===== src/rtl/ltssm_pkg.sv =====
`default_nettype none
// +----------------------------------------------------------------------------+
// | Package     : ltssm_pkg                                                      |
// | Description : Shared types and constants for the receive-side ordered-set    |
// |               detector and the LTSSM it feeds: K-code values, TS type        |
// |               encoding, TS identifier symbols and the captured field record. |
// | Revision    : 1.0 - initial release                                          |
// +----------------------------------------------------------------------------+
package ltssm_pkg;

  // K codes that matter for ordered-set framing (8b value, sym_is_k=1).
  typedef enum logic [7:0] {
    K28_5 = 8'hBC,  // COM
    K28_3 = 8'h7C,  // IDL
    K23_7 = 8'hF7   // PAD
  } k_symbols_e;

  typedef enum logic [1:0] {
    TS_NONE  = 2'd0,
    TS_TYPE1 = 2'd1,
    TS_TYPE2 = 2'd2
  } ts_type_e;

  localparam logic [7:0] TS1_ID = 8'h4A;
  localparam logic [7:0] TS2_ID = 8'h45;
  localparam int         TS_LEN = 16;

  // Symbols 1..5 of a training set, with PAD flags for link/lane.
  typedef struct packed {
    logic       link_pad;
    logic       lane_pad;
    logic [7:0] link;
    logic [7:0] lane;
    logic [7:0] nfts;
    logic [7:0] rate;
    logic [7:0] ctrl;
  } ts_fields_t;

  // True when the symbol is the given K code.
  function automatic logic is_k_sym(input logic is_k, input logic [7:0] data,
                                    input k_symbols_e sym);
    return is_k && (data == sym);
  endfunction

endpackage : ltssm_pkg
`default_nettype wire


===== src/rtl/ts_os_detect.sv =====
`default_nettype none
// +----------------------------------------------------------------------------+
// | Module      : ts_os_detect                                                   |
// | Description : Per-lane ordered-set detector. Parses decoded 8b symbols into  |
// |               TS1/TS2/EIOS events, captures TS fields and counts             |
// |               consecutive identical training sets for the LTSSM.             |
// | Revision    : 1.0 - initial release                                          |
// +----------------------------------------------------------------------------+
// | Ports                                                                        |
// |   clk, rst        : core clock, asynchronous active-high reset               |
// |   sym_valid       : symbol qualifier, gaps allowed                           |
// |   sym_data/_is_k  : decoded symbol and K flag                                |
// |   sym_err         : decode/disparity error on this symbol                    |
// |   cnt_clr         : clear the consecutive-TS counter                         |
// |   ts_valid        : 1-cycle pulse, complete well-formed TS received          |
// |   ts_type         : type of last valid TS                                    |
// |   ts_link_pad/num : symbol 1 (PAD flag, data)                                |
// |   ts_lane_pad/num : symbol 2 (PAD flag, data)                                |
// |   ts_nfts/rate/ctrl : symbols 3, 4, 5                                        |
// |   consec_cnt/hit  : consecutive identical TS count and threshold flag        |
// |   eios_det        : 1-cycle pulse, COM IDL IDL IDL received                  |
// +----------------------------------------------------------------------------+
module ts_os_detect
  import ltssm_pkg::*;
#(
  parameter int CONSEC_TARGET = 8,
  parameter int CNT_W         = 4
) (
  input  logic             clk,
  input  logic             rst,
  input  logic             sym_valid,
  input  logic [7:0]       sym_data,
  input  logic             sym_is_k,
  input  logic             sym_err,
  input  logic             cnt_clr,
  output logic             ts_valid,
  output logic [1:0]       ts_type,
  output logic             ts_link_pad,
  output logic [7:0]       ts_link_num,
  output logic             ts_lane_pad,
  output logic [7:0]       ts_lane_num,
  output logic [7:0]       ts_nfts,
  output logic [7:0]       ts_rate,
  output logic [7:0]       ts_ctrl,
  output logic [CNT_W-1:0] consec_cnt,
  output logic             consec_hit,
  output logic             eios_det
);

  localparam logic [1:0] c_st_hunt    = 2'd0;
  localparam logic [1:0] c_st_collect = 2'd1;
  localparam logic [1:0] c_st_eios    = 2'd2;

  localparam logic [3:0]       c_idx_last = 4'(TS_LEN - 1);
  localparam logic [CNT_W-1:0] c_target   = CNT_W'(CONSEC_TARGET);
  localparam logic [CNT_W-1:0] c_cnt_max  = {CNT_W{1'b1}};
  localparam logic [CNT_W-1:0] c_cnt_one  = CNT_W'(1);

  // Registered state
  logic [1:0]       r_state;
  logic [3:0]       r_idx;
  ts_fields_t       r_shadow;   // fields of the set currently being received
  logic [7:0]       r_id;       // TS identifier captured at symbol 6
  ts_fields_t       r_fields;   // fields of the last valid TS
  ts_type_e         r_ts_type;
  logic             r_ts_valid;
  logic             r_eios;
  logic [CNT_W-1:0] r_cnt;
  logic             r_hit;
  logic             r_cmp_ok;   // r_fields is a legal reference for "identical"

  // Next-state wires
  logic [1:0]       w_state_nxt;
  logic [3:0]       w_idx_nxt;
  ts_fields_t       w_shadow_nxt;
  logic [7:0]       w_id_nxt;
  logic             w_ts_done;
  logic             w_eios_done;
  logic             w_abort;
  logic             w_field_ok;
  ts_type_e         w_type_new;
  logic             w_same;
  logic [CNT_W-1:0] w_cnt_nxt;
  logic             w_cmp_ok_nxt;

  // Symbol classification
  logic w_com;
  logic w_idl;
  logic w_pad;
  logic w_dsym;

  assign w_com  = is_k_sym(sym_is_k, sym_data, K28_5);
  assign w_idl  = is_k_sym(sym_is_k, sym_data, K28_3);
  assign w_pad  = is_k_sym(sym_is_k, sym_data, K23_7);
  assign w_dsym = !sym_is_k;

  // Per-position legality of a symbol inside a TS body.
  always_comb begin
    w_field_ok = 1'b0;
    if (r_idx <= 4'd2) begin
      w_field_ok = w_dsym || w_pad;
    end else if (r_idx <= 4'd5) begin
      w_field_ok = w_dsym;
    end else if (r_idx == 4'd6) begin
      w_field_ok = w_dsym && ((sym_data == TS1_ID) || (sym_data == TS2_ID));
    end else begin
      w_field_ok = w_dsym && (sym_data == r_id);
    end
  end

  // Framing FSM
  always_comb begin
    w_state_nxt  = r_state;
    w_idx_nxt    = r_idx;
    w_shadow_nxt = r_shadow;
    w_id_nxt     = r_id;
    w_ts_done    = 1'b0;
    w_eios_done  = 1'b0;
    w_abort      = 1'b0;

    if (sym_valid) begin
      case (r_state)
        c_st_hunt: begin
          if (w_com && !sym_err) begin
            w_state_nxt = c_st_collect;
            w_idx_nxt   = 4'd1;
          end
        end

        c_st_collect, c_st_eios: begin
          if (sym_err) begin
            w_abort     = 1'b1;
            w_state_nxt = c_st_hunt;
            w_idx_nxt   = 4'd0;
          end else if (w_com) begin
            // A COM mid-set kills the current set but is itself a valid start.
            w_abort     = 1'b1;
            w_state_nxt = c_st_collect;
            w_idx_nxt   = 4'd1;
          end else if (r_state == c_st_eios) begin
            if (w_idl) begin
              if (r_idx == 4'd3) begin
                w_eios_done = 1'b1;
                w_state_nxt = c_st_hunt;
                w_idx_nxt   = 4'd0;
              end else begin
                w_idx_nxt = r_idx + 4'd1;
              end
            end else begin
              w_abort     = 1'b1;
              w_state_nxt = c_st_hunt;
              w_idx_nxt   = 4'd0;
            end
          end else if ((r_idx == 4'd1) && w_idl) begin
            w_state_nxt = c_st_eios;
            w_idx_nxt   = 4'd2;
          end else if (w_field_ok) begin
            case (r_idx)
              4'd1: begin
                w_shadow_nxt.link_pad = sym_is_k;
                w_shadow_nxt.link     = sym_data;
              end
              4'd2: begin
                w_shadow_nxt.lane_pad = sym_is_k;
                w_shadow_nxt.lane     = sym_data;
              end
              4'd3:    w_shadow_nxt.nfts = sym_data;
              4'd4:    w_shadow_nxt.rate = sym_data;
              4'd5:    w_shadow_nxt.ctrl = sym_data;
              4'd6:    w_id_nxt          = sym_data;
              default: ;
            endcase
            if (r_idx == c_idx_last) begin
              w_ts_done   = 1'b1;
              w_state_nxt = c_st_hunt;
              w_idx_nxt   = 4'd0;
            end else begin
              w_idx_nxt = r_idx + 4'd1;
            end
          end else begin
            w_abort     = 1'b1;
            w_state_nxt = c_st_hunt;
            w_idx_nxt   = 4'd0;
          end
        end

        default: begin
          w_state_nxt = c_st_hunt;
          w_idx_nxt   = 4'd0;
        end
      endcase
    end
  end

  // Consecutive identical TS counter
  always_comb begin
    if (r_id == TS1_ID) begin
      w_type_new = TS_TYPE1;
    end else begin
      w_type_new = TS_TYPE2;
    end

    // At the completing edge the shadow already holds symbols 1..5.
    w_same = r_cmp_ok && (w_type_new == r_ts_type) && (r_shadow == r_fields);

    w_cnt_nxt    = r_cnt;
    w_cmp_ok_nxt = r_cmp_ok;
    if (w_ts_done) begin
      // The new TS becomes the reference even when a clear coincides.
      w_cmp_ok_nxt = 1'b1;
      if (!cnt_clr && w_same) begin
        w_cnt_nxt = (r_cnt == c_cnt_max) ? r_cnt : r_cnt + c_cnt_one;
      end else begin
        w_cnt_nxt = c_cnt_one;
      end
    end else if (w_abort || cnt_clr) begin
      w_cnt_nxt    = '0;
      w_cmp_ok_nxt = 1'b0;
    end
  end

  always_ff @(posedge clk or posedge rst) begin
    if (rst) begin
      r_state    <= c_st_hunt;
      r_idx      <= 4'd0;
      r_shadow   <= '0;
      r_id       <= 8'd0;
      r_fields   <= '0;
      r_ts_type  <= TS_NONE;
      r_ts_valid <= 1'b0;
      r_eios     <= 1'b0;
      r_cnt      <= '0;
      r_hit      <= 1'b0;
      r_cmp_ok   <= 1'b0;
    end else begin
      r_state    <= w_state_nxt;
      r_idx      <= w_idx_nxt;
      r_shadow   <= w_shadow_nxt;
      r_id       <= w_id_nxt;
      r_ts_valid <= w_ts_done;
      r_eios     <= w_eios_done;
      r_cnt      <= w_cnt_nxt;
      r_hit      <= (w_cnt_nxt >= c_target);
      r_cmp_ok   <= w_cmp_ok_nxt;
      if (w_ts_done) begin
        r_fields  <= r_shadow;
        r_ts_type <= w_type_new;
      end
    end
  end

  assign ts_valid    = r_ts_valid;
  assign ts_type     = r_ts_type;
  assign ts_link_pad = r_fields.link_pad;
  assign ts_link_num = r_fields.link;
  assign ts_lane_pad = r_fields.lane_pad;
  assign ts_lane_num = r_fields.lane;
  assign ts_nfts     = r_fields.nfts;
  assign ts_rate     = r_fields.rate;
  assign ts_ctrl     = r_fields.ctrl;
  assign consec_cnt  = r_cnt;
  assign consec_hit  = r_hit;
  assign eios_det    = r_eios;

endmodule : ts_os_detect
`default_nettype wire

===== config.mk =====
export PLATFORM = sky130hd
export DESIGN_NAME = ts_os_detect
export DESIGN_NICKNAME = d
export VERILOG_FILES = /design/src/rtl/ltssm_pkg.sv /design/src/rtl/ts_os_detect.sv
export SDC_FILE = /design/constraint.sdc
export NUM_CORES = 1
export LEC_CHECK = 0
export ABC_AREA = 1
export ABC_CLOCK_PERIOD_IN_PS = 4000
export BUFFER_PORTS_ARGS = -buffer_cell sky130_fd_sc_hd__buf_2
export CAP_MARGIN = 20
export CORE_ASPECT_RATIO = 0.5
export CORE_MARGIN = 8
export CORE_UTILIZATION = 35
export DETAILED_ROUTE_END_ITERATION = 10
export PLACE_DENSITY = 0.54
export SYNTH_ARGS = -nofsm -noshare
export SYNTH_HDL_FRONTEND = slang
export SYNTH_SLANG_ARGS = --single-unit
export TNS_END_PERCENT = 5

===== constraint.sdc =====
create_clock -name clk -period 4 [get_ports clk]
set_input_delay 0.4 -clock clk [delete_from_list [all_inputs] [get_ports clk]]
set_output_delay 0.4 -clock clk [all_outputs]
set_load 0.02 [all_outputs]

==> reports/metrics.cfg, run 1 <==
[routing]
detail_route.iter0.violations=294
drc_errors=0
postRouteAntennaNets=0
first_pass_iters=5
post_drt_wl_per_cell_um=14.7
final_routed_wirelength_across_all_metal_layers_um=14100
detailroute.via_count=4532
avgViaCountPerCell=4.72

[setup_path]
cp_max_fo=54
cpMaxStageDelayCell=dfrtp_1
path_common_cell=nand2_1
worstPathBufferInverterCount=3
crit_type=flop to flop
required_time_of_the_critical_path_ns=4.24
critical_path.max_stage_delay_ns=0.47
crit_chain=inv_1 -> ha_1 -> nand3_1 -> nor2_1 -> nand3_1 -> nand2_1 -> inv_1 -> nand2_2 -> nand4_4 -> nor2_4 -> buf_4 -> nor2_1 -> nand2_1 -> nand2_1
cp_endpoint_kind=flop
cp_top_family=simple AND/OR/NAND/NOR gates
timing.critical_path.arrival_ns=2.79
setup.reg_to_reg.worst_slack_ns=1.45
kind_of_launch_point_of_the_worst_setup_path=flop

[place]
routabilityCongestion=0.949
post-dp-hpwl_um=10600
place_area_um2=6000
io_buffer_count=64

[finish]
multi_input_comb_area_um2=2420
layout-area-overhead-vs-synth_pct=13.9
number_of_nets_in_the_layout=774
ff_latch_area_um2=2680
antenna-diode-count=0
design_area_um2=6270
layout.filler_cells=1622
post_route_cells_drive_above_1_share_pct=16.4

[logic_synthesis]
yosys-top-cells-count=231 x nand2_1, 107 x dfrtp_1, 69 x inv_1, 67 x o21ai_0, 39 x nor2_1
ys_async_rst_share_pct=100
synth.ff_latch_count=107
seq_area_frac_synth_pct=48.7
synth_enable_flop_cells=0
synth.area.top_cells=dfrtp_1 49%, nand2_1 16%, o21ai_0 6.1%, inv_1 4.7%, nor2_1 2.7%
netlist.area_leader.share_pct=48.7
top_ff_cell_synth=dfrtp_1
syn-instance-count=691
synth_largest_area_cell=dfrtp_1
yosysWarningCount=0
netlist_area_um2=5500
syn_area_per_cell_um2=7.96
yosys.cell_count.top_type=nand2_1
netlist-cell-type-count=37
syn_nets=713

[timing]
timing.final.setup_violations=0
clock_skew_ns=0.00727
timing_max_transition_violations_final=0
fmax_mhz=392
period_needed_ns=2.55
fin_crit_sh_pct=63.7
grt_setup_unrepaired=false
hold_violations=0
fin_setup_tns_ns=0
worst_slew_pin_slew_ns=0.648
timing.max_slew.rel_slack_pct=56.8

[die]
floorplan.rows=32
die_area_um2=20200
core_region_area_um2=15400
ios=65
die_h_um=105
initial_core_util_pct=35.8
dieWidth_um=193

[global_routing]
grt_usage_pct=14.6
grt_first_pass_wirelength_um=24200
grt_pass1_vias=4456
antenna_found_initial=0
grt_overflow=0
grt_max_degree=55

[hold_path]
holdCritPathClass=input pin to asynchronous set/reset pin

[clock_tree]
postCtsSetupBuffers=0
tritoncts.num_buffers=9
worstSkewPairLatency_ns=0.35
cts_resized=0
clock_sinks=107
worst_setup_hold_path_clk_slew_ns=0.07
clock_path_buffers=2
ctsHoldBuffers=0
tritoncts_clock_tree=done
cts.root.buffer_cell=clkbuf_16
level_count_of_the_clock_h_tree=3

[flow_run]
number_of_violations_of_the_max_capacitance_limit=0

[pwr]
power_leakage_nw=3.18
cellPowerDensity_nw_per_um2=408
peakVddDrop_uv=232

[outcome]
run_status=finished clean

layer usage:
| layer | wire length (um) | vias up | global-route usage, % |
|---|---|---|---|
| li1 | - | 2335 | - |
| met1 | 7370 | 2098 | 21.0 |
| met2 | 5980 | 91 | 22.0 |
| met3 | 622 | 8 | 3.46 |
| met4 | 109 | 0 | 3.28 |
| met5 | 0 | - | 0 |
metrics by stage:
| step | instances | total power [mW] | worst slack [ns] | hold slack, ns | utilization (%) |
|---|---|---|---|---|---|
| after global routing | 960 | 2.72 | 1.14 | 0.164 | 40.8 |
| after detailed placement | 945 | 1.74 | 1.43 | 0.464 | 39.0 |
| final | 960 | 2.55 | 1.45 | 0.116 | 40.8 |
| after CTS | 960 | 2.58 | 1.42 | 0.139 | 40.8 |
| after global placement | 945 | 1.74 | 1.47 | 0.463 | 39.0 |
| after floorplan | 691 | 1.61 | 0.783 | 0.442 | - |
where the power goes:
part | leakage [nW] | total, mW | switching [mW] | internal, mW
logic | 1.65 | 0.436 | 0.276 | 0.160
registers | 1.40 | 1.28 | 0.0995 | 1.18
clock network | 0.134 | 0.836 | 0.412 | 0.425
worst register-to-register path, stage by stage, from the launching register on:
cell and delay, ns:
dfrtp_1 0.47, inv_1 0.12, ha_1 0.30, nand3_1 0.21
nor2_1 0.14, nand3_1 0.08, nand2_1 0.06, inv_1 0.05
nand2_2 0.11, nand4_4 0.12, nor2_4 0.12, buf_4 0.45
nor2_1 0.09, nand2_1 0.08, nand2_1 0.05
cells in the final DEF, fill, tap and decap left out, types with 5 or more instances in the layout:
| cell type | n |
|---|---|
| o21ai_1 | 21 |
| o21ai_0 | 67 |
| nand3_1 | 29 |
| inv_2 | 12 |
| nor2_1 | 39 |
| clkbuf_16 | 9 |
| buf_2 | 64 |
| xnor2_1 | 10 |
| ha_1 | 8 |
| o21ai_2 | 9 |
| nor3_1 | 6 |
| xor2_1 | 12 |
| nand2_1 | 231 |
| nand4_1 | 17 |
| or2_2 | 5 |
| inv_1 | 68 |
| dfrtp_1 | 107 |
path summary, 6_finish.rpt:
check / start / to / depth (start not counted)
max: r_idx[0] / consec_cnt[0] / 14
min: rst / ts_ctrl[5] / 2
max reg2reg: r_idx[0] / consec_cnt[0] / 14
min reg2reg: r_cmp_ok / r_cmp_ok / 2
max in group asynchronous: rst / ts_link_num[5] / 3
min in group clk: sym_valid / eios_det / 3
sequential cells by signal (all words and copies together) (netlist names), 4 cells and up:
| name | count |
|---|---|
| ts_link_num | 8 |
| consec_cnt | 4 |
| ts_ctrl | 8 |
| ts_nfts | 8 |
| r_shadow | 42 |
| ts_lane_num | 8 |
| r_idx | 4 |
| r_id | 8 |
| ts_rate | 8 |
cells by family (layout without fill, tap and decap cells):
group | Yosys count | in the layout | synth area share, %
DFF | 107 | 107 | 48.7
adders and majority gates | 8 | 8 | 1.82
AOI/OAI and AO/OA | 107 | 107 | 10.6
xor gates and xnor gates | 22 | 22 | 3.50
and+or+nand+nor | 349 | 349 | 28.0
buffers and inverters | 98 | 163 | 7.33
final cells by class:
cell class | instances | share of cell area [%]
clock inverter | 5 | 0.579
multi-input combinational | 486 | 38.6
inverter | 81 | 4.89
tap | 204 | 4.07
timing repair buffer | 67 | 5.47
sequential | 107 | 42.7
clock buffer | 10 | 3.65
Note: power is estimated with default switching activity, not from simulation.
==> run 2: changes to the inputs <==
--- a/config.mk
+++ b/config.mk
@@ -6,14 +6,14 @@
 export NUM_CORES = 1
 export LEC_CHECK = 0
 export ABC_AREA = 1
-export ABC_CLOCK_PERIOD_IN_PS = 4000
+export ABC_CLOCK_PERIOD_IN_PS = 2300
 export BUFFER_PORTS_ARGS = -buffer_cell sky130_fd_sc_hd__buf_2
 export CAP_MARGIN = 20
 export CORE_ASPECT_RATIO = 0.5
 export CORE_MARGIN = 8
 export CORE_UTILIZATION = 35
 export DETAILED_ROUTE_END_ITERATION = 10
-export PLACE_DENSITY = 0.54
+export PLACE_DENSITY = 0.56
 export SYNTH_ARGS = -nofsm -noshare
 export SYNTH_HDL_FRONTEND = slang
 export SYNTH_SLANG_ARGS = --single-unit
==> constraint.sdc (replaced) <==
create_clock -name clk -period 2.3 [get_ports clk]
set_input_delay 0.23 -clock clk [delete_from_list [all_inputs] [get_ports clk]]
set_output_delay 0.23 -clock clk [all_outputs]
set_load 0.02 [all_outputs]
==> reports/metrics.cfg, run 2 (synthesis gave the netlist of run 1 again) <==
[outcome]
run_status=finished with violations  ; was finished clean
violations=hold timing

[place]
post-dp-hpwl_um=10700  ; was 10600 um
io_buffer_count=64  ; unchanged
numPlacedInstances=956  ; was 945
place_area_um2=6150  ; was 6000 um2
routabilityCongestion=0.889  ; was 0.949

[finish]
final_cell_mix=230 x nand2_1, 105 x dfrtp_1, 68 x inv_1  ; was 231 x nand2_1, 107 x dfrtp_1, 68 x inv_1
mostFrequentLayoutCell=nand2_1  ; unchanged
number_of_nets_in_the_layout=794  ; was 774
max_flop_register=r_shadow  ; unchanged
post_route_cells_drive_above_1_share_pct=19.2  ; was 16.4%
fin_util_pct=42.8  ; was 40.8%
largest_register_ff_count=42  ; unchanged
final_cell_count_without_fillers=980  ; was 960
layout-area-overhead-vs-synth_pct=19.5  ; was 13.9%
antenna-diode-count=0  ; unchanged
design_area_um2=6570  ; was 6270 um2
layout.filler_cells=1579  ; was 1622

[clock_tree]
tritoncts_clock_tree=done  ; unchanged
tritoncts.num_buffers=9  ; unchanged
worstSkewPairLatency_ns=0.35  ; about the same
cts.root.buffer_cell=clkbuf_16  ; unchanged
level_count_of_the_clock_h_tree=3  ; unchanged
clock_path_buffers=2  ; unchanged
worst_setup_hold_path_clk_slew_ns=0.07  ; about the same
clock_sinks=107  ; unchanged

[global_routing]
grt-busiest-layer=met2  ; unchanged
grt_max_degree=108  ; was 55
grt_pass1_vias=4528  ; was 4456
use_met1_pct=20.6  ; was 21.0%
grt_usage_pct=14.7  ; was 14.6%
grt_overflow=0  ; unchanged
grt_met3_use_pct=3.04  ; was 3.46%
grt_first_pass_wirelength_um=24400  ; was 24200 um
antenna_found_initial=0  ; unchanged
groute.layer.met2.usage_pct=23.3  ; was 22.0%

[setup_path]
cp_top_family=simple AND/OR/NAND/NOR gates  ; unchanged
worst-r2r-cell-count=7  ; was 14
worstPathBufferInverterCount=2  ; was 3
critical_path.max_stage_delay_ns=0.60  ; was 0.47 ns
crit_type=flop to flop  ; unchanged
path_common_cell=inv_1  ; was nand2_1
cp_endpoint_kind=flop  ; unchanged
timing.critical_path.arrival_ns=2.38  ; was 2.79 ns
required_time_of_the_critical_path_ns=2.52  ; was 4.24 ns
cp_max_fo=8  ; was 54
setup.reg_to_reg.worst_slack_ns=0.14  ; was 1.45 ns
cpMaxStageDelayCell=nor3b_1  ; was dfrtp_1
r2r_start=r_state[1]  ; was r_idx[0]
crit-reg2reg-capture=r_shadow[15]  ; was consec_cnt[0]
kind_of_launch_point_of_the_worst_setup_path=flop  ; unchanged
crit_chain=inv_1 -> ha_1 -> inv_1 -> nor3b_1 -> nand4_2 -> nand2_1 -> o21ai_0  ; was inv_1 -> ha_1 -> nand3_1 -> nor2_1 -> nand3_1 -> nand2_1 -> inv_1 -> nand2_2 -> nand4_4 -> nor2_4 -> buf_4 -> nor2_1 -> nand2_1 -> nand2_1

[die]
die_h_um=105  ; unchanged
core_region_area_um2=15400  ; unchanged
dieWidth_um=193  ; unchanged
floorplan.rows=32  ; unchanged
ios=65  ; unchanged
initial_core_util_pct=35.8  ; unchanged
die_area_um2=20200  ; unchanged

[pwr]
total_power_of_the_final_layout_mw=4.65  ; was 2.55 mW
power_leakage_nw=3.33  ; was 3.18 nW
cellPowerDensity_nw_per_um2=708  ; was 408 nW/um2
peakVddDrop_uv=365  ; was 232 uV

[routing]
first_pass_iters=5  ; unchanged
detail_route.iter0.violations=367  ; was 294
drc_errors=0  ; unchanged
avgViaCountPerCell=4.87  ; was 4.72
final_routed_wirelength_across_all_metal_layers_um=15500  ; was 14100 um
postRouteAntennaNets=0  ; unchanged
detailroute.via_count=4770  ; was 4532
post_drt_wl_per_cell_um=15.8  ; was 14.7 um

[timing]
clock_skew_ns=0.0122  ; was 0.00727 ns
period_needed_ns=2.16  ; was 2.55 ns
fin_crit_sh_pct=94.0  ; was 63.7%
timing_max_transition_violations_final=0  ; unchanged
hold_slack_ns=-0.00950  ; was 0.116 ns
worst_slew_pin_slew_ns=0.669  ; was 0.648 ns
hold_violations=1  ; was 0
fin_setup_tns_ns=0  ; unchanged
timing.max_slew.rel_slack_pct=55.3  ; was 56.8%
fmax_mhz=463  ; was 392 MHz
timing.final.setup_violations=0  ; unchanged

[hold_path]
holdCritPathClass=input pin to asynchronous set/reset pin  ; unchanged

[flow_run]
number_of_violations_of_the_max_capacitance_limit=0  ; unchanged

run 2: how the worst max path moves through the flow:
stage,depth (start not counted),startpoint,slack (ns),end
after floorplan,13,r_idx[0],0.29,r_id[0]
after global placement,11,r_idx[1],0.14,r_shadow[19]
after detailed placement,11,r_idx[1],0.16,r_shadow[34]
after CTS,12,r_idx[1],0.13,r_shadow[16]
after global routing,13,r_idx[1],-0.006,ts_lane_num[1]
final,7,r_state[1],0.14,r_shadow[15]
run 2: cell type report:
class	count	area, um2	area share (%)
clock buffer	10	229	3.48
tap	204	255	3.88
multi-input combinational	489	2490	37.8
inverter	81	313	4.76
clock inverter	5	60.1	0.914
sequential	107	2680	40.8
timing repair buffer	84	551	8.37
run 2: worst min-delay path, stage by stage:
cell	delay, ns
buf_2	0.11
clkinvlp_4	0.07
buf_12	0.37
run 2: stage by stage:
| stage | hold WS, ns | setup slack (ns) |
|---|---|---|
| after detailed placement | 0.461 | 0.156 |
| final | -0.00950 | 0.138 |
| after CTS | 0.0823 | 0.129 |
| after global routing | 0.0889 | -0.00626 |
| after floorplan | 0.382 | 0.285 |
| after global placement | 0.459 | 0.138 |
run 2: repair_timing:
item                       4_1_cts  5_1_grt
setup endpoints to repair        0       96
resized for setup                0       12
hold buffers                     0        0
setup buffers                    0        5
run 2: metal layers:
metal	vias to the layer above	routed length [um]
met3	14	638
met4	0	164
met2	98	6720
li1	2369	-
met1	2289	8000
met5	-	0
run 2: power by group:
group / total [mW] / switching [mW] / internal (mW) / leakage [nW]
sequential: 2.21 / 0.153 / 2.06 / 1.39
clock: 1.56 / 0.716 / 0.846 / 0.139
combinational: 0.881 / 0.555 / 0.325 / 1.80
total: 4.65 / 1.42 / 3.23 / 3.33
==> run 3: changes to the inputs <==
--- a/config.mk
+++ b/config.mk
@@ -5,7 +5,6 @@
 export SDC_FILE = /design/constraint.sdc
 export NUM_CORES = 1
 export LEC_CHECK = 0
-export ABC_AREA = 1
 export ABC_CLOCK_PERIOD_IN_PS = 2300
 export BUFFER_PORTS_ARGS = -buffer_cell sky130_fd_sc_hd__buf_2
 export CAP_MARGIN = 20
@@ -13,7 +12,7 @@
 export CORE_MARGIN = 8
 export CORE_UTILIZATION = 35
 export DETAILED_ROUTE_END_ITERATION = 10
-export PLACE_DENSITY = 0.56
+export PLACE_DENSITY = 0.57
 export SYNTH_ARGS = -nofsm -noshare
 export SYNTH_HDL_FRONTEND = slang
 export SYNTH_SLANG_ARGS = --single-unit
==> reports/metrics.cfg, run 3 <==
[routing]
first_pass_iters=4  ; was 5
post_drt_wl_per_cell_um=17.2  ; was 15.8 um
detail_route.iter0.violations=217  ; was 367
postRouteAntennaNets=0  ; unchanged
drc_errors=0  ; unchanged
avgViaCountPerCell=4.86  ; was 4.87
detailroute.via_count=4438  ; was 4770
final_routed_wirelength_across_all_metal_layers_um=15700  ; was 15500 um

[finish]
max_flop_register=r_shadow  ; unchanged
design_area_um2=7390  ; was 6570 um2
layout-area-overhead-vs-synth_pct=38.8  ; was 19.5%
mostFrequentLayoutCell=nand2_1  ; unchanged
final_cell_mix=140 x nand2_1, 129 x buf_4, 107 x dfrtp_1  ; was 230 x nand2_1, 105 x dfrtp_1, 68 x inv_1
largest_register_ff_count=42  ; unchanged
post_route_cells_drive_above_1_share_pct=43.9  ; was 19.2%
number_of_nets_in_the_layout=726  ; was 794
antenna-diode-count=0  ; unchanged
fin_util_pct=48.8  ; was 42.8%

[place]
place_area_um2=6820  ; was 6150 um2
post-dp-hpwl_um=12100  ; was 10700 um
routabilityCongestion=0.936  ; was 0.889
place_worst_setup_slack_ns=-0.349  ; was 0.156 ns
io_buffer_count=64  ; unchanged

[setup_path]
crit_type=flop to flop  ; unchanged
timing.critical_path.arrival_ns=2.85  ; was 2.38 ns
kind_of_launch_point_of_the_worst_setup_path=flop  ; unchanged
cp_endpoint_kind=flop  ; unchanged
cp_max_fo=4  ; was 8
required_time_of_the_critical_path_ns=2.58  ; was 2.52 ns

[die]
ios=65  ; unchanged
core_region_area_um2=15100  ; was 15400 um2
initial_core_util_pct=35.2  ; was 35.8%
die_area_um2=19600  ; was 20200 um2
die_h_um=103  ; was 105 um
floorplan.rows=32  ; unchanged
dieWidth_um=190  ; was 193 um

[clock_tree]
level_count_of_the_clock_h_tree=3  ; unchanged
cts.root.buffer_cell=clkbuf_16  ; unchanged
clock_path_buffers=2  ; unchanged
tritoncts_clock_tree=done  ; unchanged
worstSkewPairLatency_ns=0.35  ; about the same
worst_setup_hold_path_clk_slew_ns=0.08  ; was 0.07 ns
tritoncts.num_buffers=9  ; unchanged
clock_sinks=107  ; unchanged

[global_routing]
grt_max_degree=45  ; was 108
grt_pass1_vias=4425  ; was 4528
grt_overflow=0  ; unchanged
grt_first_pass_wirelength_um=24900  ; was 24400 um
grt_usage_pct=16.3  ; was 14.7%
antenna_found_initial=0  ; unchanged

[pwr]
cellPowerDensity_nw_per_um2=502  ; was 708 nW/um2
power_leakage_nw=4.24  ; was 3.33 nW
peakVddDrop_uv=325  ; was 365 uV

[timing]
fmax_mhz=390  ; was 463 MHz
fin_crit_sh_pct=112  ; was 94.0%
timing.final.setup_violations=99  ; was 0
clock_skew_ns=0.00990  ; was 0.0122 ns
grt_setup_unrepaired=true
worst_slew_pin_slew_ns=0.508  ; was 0.669 ns
hold_slack_ns=0.221  ; was -0.00950 ns
post-route-worst-setup-slack_ns=-0.266  ; was 0.138 ns
timing.max_slew.rel_slack_pct=66.0  ; was 55.3%
fin_setup_tns_ns=-14.78  ; was 0 ns
hold_violations=0  ; was 1
timing_max_transition_violations_final=0  ; unchanged
period_needed_ns=2.57  ; was 2.16 ns

[logic_synthesis]
post_synth_fa_ha_maj_area_fraction_pct=1.88  ; was 1.82%
syn-instance-count=507  ; was 691
yosys-top-cells-count=142 x nand2_1, 107 x dfrtp_1, 50 x mux2_2, 50 x xor2_1, 15 x nand3_1  ; was 231 x nand2_1, 107 x dfrtp_1, 69 x inv_1, 67 x o21ai_0, 39 x nor2_1
netlist.area_leader.share_pct=50.3  ; was 48.7%
synth_largest_area_cell=dfrtp_1  ; unchanged
yosysWarningCount=0  ; unchanged
syn_nets=529  ; was 713
yosys.cell_count.top_type=nand2_1  ; unchanged
largest_family_of_logic_cells_by_synthesized_area=simple AND/OR/NAND/NOR gates  ; unchanged
top_ff_cell_synth=dfrtp_1  ; unchanged
syn_area_per_cell_um2=10.5  ; was 7.96 um2
synth.area.top_cells=dfrtp_1 50%, mux2_2 11%, nand2_1 10%, xor2_1 8.2%, ha_1 1.9%  ; was dfrtp_1 49%, nand2_1 16%, o21ai_0 6.1%, inv_1 4.7%, nor2_1 2.7%
netlist-cell-type-count=54  ; was 37
synth_enable_flop_cells=0  ; unchanged
synth-compound-area-share_pct=5.50  ; was 10.6%
synthSimpleGateAreaFrac_pct=20.0  ; was 28.0%
ys_async_rst_share_pct=100  ; unchanged
netlist_area_um2=5320  ; was 5500 um2
synthXorXnorAreaFrac_pct=8.23  ; was 3.50%
seq_area_frac_synth_pct=50.3  ; was 48.7%
synth.mux.area_fraction_pct=10.6  ; was 0%
synth.ff_latch_count=107  ; unchanged

[outcome]
violations=setup timing  ; was hold timing
run_status=finished with violations  ; unchanged

[hold_path]
holdCritPathClass=input pin to flop  ; was input pin to asynchronous set/reset pin

[flow_run]
number_of_violations_of_the_max_capacitance_limit=0  ; unchanged

-- run 3: cell count changes after synthesis, moves of 13 or more --
cell     delta
o21ai_1    -20
nand3_1    -14
o21ai_0    -60
nor2_1     -33
xor2_1     +38
inv_1      -61
nand2_1    -89
nand4_1    -13
mux2_2     +50
-- run 3: logic make-up after synthesis --
logic type      Yosys count
compound gates           39
xor+xnor                 50
fa+ha+maj                 8
buf+inv                  31
flops                   107
mux                      50
simple gates            222
-- run 3: worst max-delay path: stages (launching register included) --
cell and delay (ns):
dfrtp_1 0.42, inv_2 0.10, ha_4 0.16, nand3b_4 0.08, or4_4 0.50, o22ai_2 0.16, o21ai_2 0.09, buf_6 0.13
or4b_4 0.56, a31oi_4 0.16, o22a_1 0.14
-- run 3: what timing repair did --
item                                    4_1_cts  5_1_grt
cloned                                        1        0
pin swaps                                     8       12
setup buffers                                 5        2
endpoints found under the hold margin        20        0
hold buffers                                  1        0
gates resized for setup                      31       20
endpoints found under the setup margin      104      105
-- run 3: layout make-up --
type	count	area, um2
Clock buffer	10	229
Clock inverter	6	61.3
Fill cell	1424	7750
Inverter	9	42.5
Multi-Input combinational cell	369	2620
Sequential cell	107	2680
Tap cell	204	255
Timing Repair Buffer	208	1510
-- run 3: where the power goes --
part	leakage [nW]	switching (mW)	internal, mW
Combinational	2.61	0.172	0.132
Clock	0.138	0.749	0.761
Sequential	1.49	0.00934	1.89
Total	4.24	0.930	2.78
-- run 3: path summary, 6_finish.rpt --
path                              from            end  slack, ns  cells past startpoint
min in group asynchronous          rst     ts_ctrl[0]       0.45                      3
min reg2reg                 ts_nfts[5]     ts_nfts[5]       0.52                      2
max reg2reg                   r_idx[0]  consec_cnt[2]      -0.27                     10
max                           r_idx[0]  consec_cnt[2]      -0.27                     10
min                        sym_data[4]   r_shadow[12]       0.22                      2
max in group asynchronous          rst   r_shadow[38]       1.17                      4
-- run 3: routing by layer --
layer  track usage [%]  wire length, um  vias to the layer above
met5                 0                0                        -
met4              1.95               35                        0
met3              3.71              749                        4
met2              23.4             6480                       90
met1              24.9             8460                     2222
li1                  -                -                     2122
-- run 3: per-stage QoR --
step,cells,power (mW)
floorplan,507,2.05
global placement,888,2.19
detailed placement,888,2.19
CTS,911,3.72
global route,913,3.84
finish,913,3.71
